**src/rtl/pixel_fb_writer_pkg.sv**
```systemverilog
// Purpose : shared screen geometry, colour constants and state encoding for the pixel writer.
// Latency : n/a (declarations only).
// Backpressure: n/a.
package pixel_fb_writer_pkg;

  localparam int SCREEN_W    = 320;
  localparam int SCREEN_H    = 240;
  localparam int FB_WORDS    = SCREEN_W * SCREEN_H;  // 76800
  localparam int FB_ADDR_W   = 17;
  localparam int FB_COLOUR_W = 3;
  localparam int X_W         = 9;
  localparam int Y_W         = 8;

  localparam logic [FB_COLOUR_W-1:0] COLOUR_WHITE = 3'b111;
  localparam logic [FB_COLOUR_W-1:0] COLOUR_BLACK = 3'b000;

  typedef enum logic {
    RUN   = 1'b0,
    CLEAR = 1'b1
  } fbState_t;

endpackage

```
**src/rtl/pixel_fb_writer_fifo.sv**
```systemverilog
// Purpose : small synchronous FIFO holding packed pixel writes; head word is visible combinationally.
// Latency : a word written at edge k is readable (empty low) after edge k.
// Backpressure: writes ignored when full, reads ignored when empty.
// Ports   : clock/reset; wrEn/wrData push; rdEn pop; rdData head word; full/empty flags.
module pixel_fifo #(
  parameter int DATA_W = 20,
  parameter int DEPTH  = 4
) (
  input  logic              clock,
  input  logic              reset,
  input  logic              wrEn,
  input  logic [DATA_W-1:0] wrData,
  input  logic              rdEn,
  output logic [DATA_W-1:0] rdData,
  output logic              full,
  output logic              empty
);

  localparam int PTR_W = $clog2(DEPTH);

  logic [DATA_W-1:0] mem [DEPTH];
  // One extra pointer bit distinguishes full from empty when the indices match.
  logic [PTR_W:0]    wrPtr;
  logic [PTR_W:0]    rdPtr;
  logic              doWrite;
  logic              doRead;

  assign doWrite = wrEn && !full;
  assign doRead  = rdEn && !empty;

  assign empty  = (wrPtr == rdPtr);
  assign full   = (wrPtr[PTR_W] != rdPtr[PTR_W]) &&
                  (wrPtr[PTR_W-1:0] == rdPtr[PTR_W-1:0]);
  assign rdData = mem[rdPtr[PTR_W-1:0]];

  always_ff @(posedge clock) begin
    if (reset) begin
      wrPtr <= '0;
      rdPtr <= '0;
    end else begin
      if (doWrite) wrPtr <= wrPtr + 1'b1;
      if (doRead)  rdPtr <= rdPtr + 1'b1;
    end
  end

  always_ff @(posedge clock) begin
    if (doWrite) mem[wrPtr[PTR_W-1:0]] <= wrData;
  end

endmodule

```
**src/rtl/pixel_fb_writer.sv**
```systemverilog
// Purpose : accepts (x,y,colour) pixel writes, clips off-screen ones, drives the framebuffer write port; hardware screen clear.
// Latency : pixel accepted at edge k into an empty FIFO appears on fb_* in the cycle after edge k+1; 1 pixel/clock sustained.
// Backpressure: pix_ready low when FIFO full, a clear is pending, or the clear sweep is running.
// Ports   : clock, reset (sync, active-high); pix_valid/pix_ready/pix_x/pix_y/pix_colour handshake;
//           clear_req/clear_colour clear request; busy; fb_addr/fb_data/fb_wren RAM write port; clip_count.
module pixel_fb_writer
  import pixel_fb_writer_pkg::*;
#(
  parameter int WIDTH      = SCREEN_W,
  parameter int HEIGHT     = SCREEN_H,
  parameter int FIFO_DEPTH = 4,
  parameter int ADDR_W     = FB_ADDR_W,
  parameter int COLOUR_W   = FB_COLOUR_W
) (
  input  logic                clock,
  input  logic                reset,
  input  logic                pix_valid,
  output logic                pix_ready,
  input  logic [X_W-1:0]      pix_x,
  input  logic [Y_W-1:0]      pix_y,
  input  logic [COLOUR_W-1:0] pix_colour,
  input  logic                clear_req,
  input  logic [COLOUR_W-1:0] clear_colour,
  output logic                busy,
  output logic [ADDR_W-1:0]   fb_addr,
  output logic [COLOUR_W-1:0] fb_data,
  output logic                fb_wren,
  output logic [7:0]          clip_count
);

  localparam int                FIFO_W    = X_W + Y_W + COLOUR_W;
  localparam logic [X_W-1:0]    X_LIMIT   = X_W'(WIDTH);
  localparam logic [Y_W-1:0]    Y_LIMIT   = Y_W'(HEIGHT);
  localparam logic [ADDR_W-1:0] LAST_ADDR = ADDR_W'(WIDTH * HEIGHT - 1);

  fbState_t            state;
  fbState_t            stateNext;
  logic                clearPending;
  logic [COLOUR_W-1:0] clearColourQ;
  logic [ADDR_W-1:0]   clearAddr;

  logic                fifoFull;
  logic                fifoEmpty;
  logic [FIFO_W-1:0]   headDat;
  logic [X_W-1:0]      headX;
  logic [Y_W-1:0]      headY;
  logic [COLOUR_W-1:0] headColour;
  logic [ADDR_W-1:0]   headYExt;
  logic [ADDR_W-1:0]   headAddr;

  logic                accept;
  logic                clipped;
  logic                push;
  logic                pop;

  // Ready is held low while reset is asserted, not just after the first reset edge.
  assign pix_ready = !reset && !fifoFull && (state == RUN) && !clearPending;
  assign accept    = pix_valid && pix_ready;
  assign clipped   = (pix_x >= X_LIMIT) || (pix_y >= Y_LIMIT);
  assign push      = accept && !clipped;
  assign pop       = (state == RUN) && !fifoEmpty;

  pixel_fifo #(
    .DATA_W (FIFO_W),
    .DEPTH  (FIFO_DEPTH)
  ) u_fifo (
    .clock  (clock),
    .reset  (reset),
    .wrEn   (push),
    .wrData ({pix_x, pix_y, pix_colour}),
    .rdEn   (pop),
    .rdData (headDat),
    .full   (fifoFull),
    .empty  (fifoEmpty)
  );

  assign {headX, headY, headColour} = headDat;

  // y*320 + x as two shifts and adds; widened to ADDR_W first so nothing is truncated.
  assign headYExt = ADDR_W'(headY);
  assign headAddr = (headYExt << 8) + (headYExt << 6) + ADDR_W'(headX);

  assign busy = (state == CLEAR) || clearPending || !fifoEmpty || fb_wren;

  always_ff @(posedge clock) begin
    if (reset) state <= RUN;
    else       state <= stateNext;
  end

  always_comb begin
    stateNext = state;
    case (state)
      // The clear waits for every pixel queued ahead of it to drain.
      RUN:     if (clearPending && fifoEmpty) stateNext = CLEAR;
      CLEAR:   if (clearAddr == LAST_ADDR)    stateNext = RUN;
      default: stateNext = RUN;
    endcase
  end

  always_ff @(posedge clock) begin
    if (reset) begin
      clearPending <= 1'b0;
      clearColourQ <= '0;
      clearAddr    <= '0;
      fb_wren      <= 1'b0;
      fb_addr      <= '0;
      fb_data      <= '0;
      clip_count   <= '0;
    end else begin
      fb_wren <= 1'b0;

      if (accept && clipped && (clip_count != 8'hFF)) clip_count <= clip_count + 8'd1;

      // A request while pending or sweeping is dropped, not queued.
      if ((state == RUN) && !clearPending && clear_req) begin
        clearPending <= 1'b1;
        clearColourQ <= clear_colour;
      end

      if (state == RUN) begin
        clearAddr <= '0;
        if (pop) begin
          fb_wren <= 1'b1;
          fb_addr <= headAddr;
          fb_data <= headColour;
        end
      end else begin
        fb_wren   <= 1'b1;
        fb_addr   <= clearAddr;
        fb_data   <= clearColourQ;
        clearAddr <= clearAddr + 1'b1;
        if (clearAddr == LAST_ADDR) clearPending <= 1'b0;
      end
    end
  end

endmodule

```
**config.mk**
```make
export PLATFORM = sky130hd
export DESIGN_NAME = pixel_fb_writer
export DESIGN_NICKNAME = d
export VERILOG_FILES = /design/src/rtl/pixel_fb_writer_pkg.sv /design/src/rtl/pixel_fb_writer_fifo.sv /design/src/rtl/pixel_fb_writer.sv
export SDC_FILE = /design/constraint.sdc
export NUM_CORES = 1
export LEC_CHECK = 0
export BUFFER_PORTS_ARGS = -buffer_cell sky130_fd_sc_hd__buf_2
export CAP_MARGIN = 20
export CORE_MARGIN = 2
export CORE_UTILIZATION = 34
export CTS_CLUSTER_DIAMETER = 120
export DETAILED_ROUTE_END_ITERATION = 10
export GPL_TIMING_DRIVEN = 0
export PLACE_DENSITY = 0.61
export SETUP_SLACK_MARGIN = 0.1
export SYNTH_ARGS = -nofsm -noshare
export SYNTH_HDL_FRONTEND = slang
export SYNTH_SLANG_ARGS = --single-unit
```
**constraint.sdc**
```tcl
create_clock -name clock -period 3.7 [get_ports clock]
set_input_delay 0.37 -clock clock [delete_from_list [all_inputs] [get_ports clock]]
set_output_delay 0.37 -clock clock [all_outputs]
set_load 0.02 [all_outputs]
```
==> out/metrics.cfg <==
[routing]
post-route-drc-count=0
drt_pass1_iterations=5
drt-total-wl_um=12690
vias=3805
wl_per_cell_um=16.46
drt_iter0_drc=221
via_per_inst=4.935
ant_nets=0

[synth]
ys_warn_count=0
synth_area_per_cell_um2=13.18
synth.distinct_cells=45
synthAdderAreaFrac_pct=5.257
synth_most_common_cell=edfxtp_1
synth_edf_count=80
syn-cell-area_um2=5998
syn_nets=506
ys_ff_latch=139
synth_top_family_by_area=simple AND/OR/NAND/NOR gates
ys_top_cells_by_area=edfxtp_1 (40%), dfxtp_1 (20%), mux4_2 (7.5%), ha_1 (4.6%), xor2_1 (2.9%)
yosys_most_used_dff=edfxtp_1
synthesis.instances=455
synth_xor_area_share_pct=4.526
synth_top_area_share_pct=40.05
synth-simple-area-share_pct=11.08
synth_commonest_cells=edfxtp_1 (80), dfxtp_1 (59), nor2_1 (38), nand2_1 (26)
synthArstFlopShare_pct=0
synth_top_area_cell=edfxtp_1
synth_seq_area_share_pct=59.74
synth_compound_area_share_pct=7.092
muxShareOfSynthArea_pct=10.35

[floorplanning]
die_height_um=136.8
dieArea_um2=18720
ioPinCount=58
die_w_um=136.8
rows=48
core_area_um2=17300
initial_core_util_pct=34.68

[global_route]
grt_max_degree=22
grt-ovfl-total=0
antenna_found_initial=0
globalRouteTotalUtil_pct=14.29
grt_pass1_wl_um=20160
grt_pass1_vias=3890

[layout]
syn_to_final_growth_pct=19.86
drive_above_1_share_pct=22.34
antennaDiodeCount=0
nets=584

[clocking]
cts_tree=yes
h-tree-depth=4
clock-sinks=139
clockBufferDepth=2
cts_root_buf=clkbuf_16
path_clk_slew_ns=0.06
clk_latency_ns=0.42
cts_made_buffers=17

[timing]
fin_crit_ns=3.329
setup_ws_ns=0.3706
relSlewSlack_pct=29.90
hold_viol_final=0
setup_viol=0
final-max-slew-violation-count=0
clock-skew-final_ns=0.009053
max_freq_mhz=300.4
hold_slack_ns=0.1618
finalCritPeriodShare_pct=89.98
tightestPinTransition_ns=1.051
rsz0062_at_grt=no

[setup_path]
crit_required_ns=4.00
critical_path_class=reg2reg
critPathLaunchType=register
cp.arrival_ns=3.63
r2r_end=fb_addr[13]
crit_fanout=10
end_kind=register
r2r_setup_slack_ns=0.37
r2r.worst_path.cells=11
endpoint=fb_addr[13]

[placed_design]
io_buffers=57
gp_congestion=0.8101
dp_slack_ns=-0.4863
dpl.hpwl_um=9044

[run_status]
status=completed

[pwr]
irDropWorstVdd_uv=387.3
power_density_nw_per_um2=691.3
p_leak_nw=2.628

[worst_hold_path]
hold_path_class=in2reg

[run]
maxCapViolCount=0

[where the power goes]
| group | total [mW] | switching (mW) | internal [mW] |
|---|---|---|---|
| clock network | 1.61 | 0.668 | 0.937 |
| registers | 1.83 | 0.0770 | 1.75 |
| logic | 1.54 | 0.864 | 0.672 |
| total | 4.97 | 1.61 | 3.36 |
[kinds of logic after synthesis]
group / count (synthesis)
AOI/OAI and AO/OA: 65
xor gates and xnor gates: 31
adders and majority gates: 24
buffers and inverters: 29
DFF: 139
muxes: 37
and+or+nand+nor: 130
[stage by stage]
| step | instance area [um^2] | power (mW) | util (%) | setup TNS (ns) | std cells |
|---|---|---|---|---|---|
| after floorplan | 5998 | 2.944 | - | 0 | 455 |
| after global placement | 6565 | 3.318 | 37.96 | -1.207 | 737 |
| after detailed placement | 6565 | 3.345 | 37.96 | -1.593 | 737 |
| after CTS | 7141 | 4.981 | 41.28 | 0 | 769 |
| after global routing | 7189 | 5.227 | 41.57 | 0 | 771 |
| final | 7189 | 4.970 | 41.57 | 0 | 771 |
[registers in the layout, summed over array words and instances (netlist names), named ones only]
register	count
clearColourQ	3
fb_data	3
fb_wren	1
clearAddr	17
clearPending	1
u_fifo.mem	80
state	1
u_fifo.rdPtr	3
u_fifo.wrPtr	3
fb_addr	17
clip_count	8
[worst max-delay path, stage by stage (launching register included)]
cell and delay (ns):
dfxtp_1 0.38, buf_6 0.21, buf_6 0.21, mux4_2 0.56
ha_1 0.32, ha_1 0.24, fa_1 0.45, a211oi_2 0.24
o21bai_1 0.11, a21oi_1 0.18, xor2_1 0.21, o21ai_0 0.10
[worst min path at each step]
stage                        end  cells past startpoint    startpoint
2_1_floorplan       clearAddr[0]                      1  clearAddr[0]
3_3_place_gp        clearAddr[0]                      1  clearAddr[0]
5_1_grt        u_fifo.mem[0][14]                      1      pix_x[3]
3_5_place_dp          fb_addr[9]                      2  clearAddr[9]
4_1_cts        u_fifo.mem[2][13]                      1      pix_x[2]
6_report       u_fifo.mem[0][13]                      1      pix_x[2]
[metal layers]
| metal | up-vias | global-route usage, % | part of all wire (%) |
|---|---|---|---|
| li1 | 1855 | - | - |
| met1 | 1864 | 18.03 | 45 |
| met2 | 75 | 23.75 | 49 |
| met3 | 11 | 3.963 | 4.7 |
| met4 | 0 | 4.754 | 1.2 |
| met5 | - | 0 | 0 |
[cell type report]
cell class	count	area (um^2)
clock inverters	14	133.9
well taps	225	281.5
fillers	1621	10110
multi-input cells	287	2306
plain buffers	19	97.59
clock buffers	18	429.2
flip-flops and latches	139	3583
inverters	10	37.54
repair buffers	59	320.3
[repair_timing]
action                                 in CTS  in global routing
resized for setup                           5                  6
setup buffers                               0                  1
endpoints found under the hold margin       0                  0
pin swaps                                   0                  1
setup endpoints to repair                   8                  4
hold buffers                                0                  0
[layout by cell type (no fill, tap or decap), drive strengths merged, types with 2 or more instances in the layout]
cell	count
buf	65
nor2	38
nand2	26
or3	3
dfxtp	59
nor2b	2
o21bai	4
xnor2	11
a21o	3
nand3	12
a31oi	5
nor3	2
o21a	3
a211oi	6
clkbuf	31
nand3b	2
ha	22
clkinv	5
xor2	20
fa	2
mux4	20
o21ai	22
and3	9
nor4b	2
nor3b	3
a21oi	11
a211o	4
mux2i	17
inv	17
a221oi	2
and2	20
edfxtp	80
nand4	8
No activity file was read; power rests on OpenSTA's default activity.
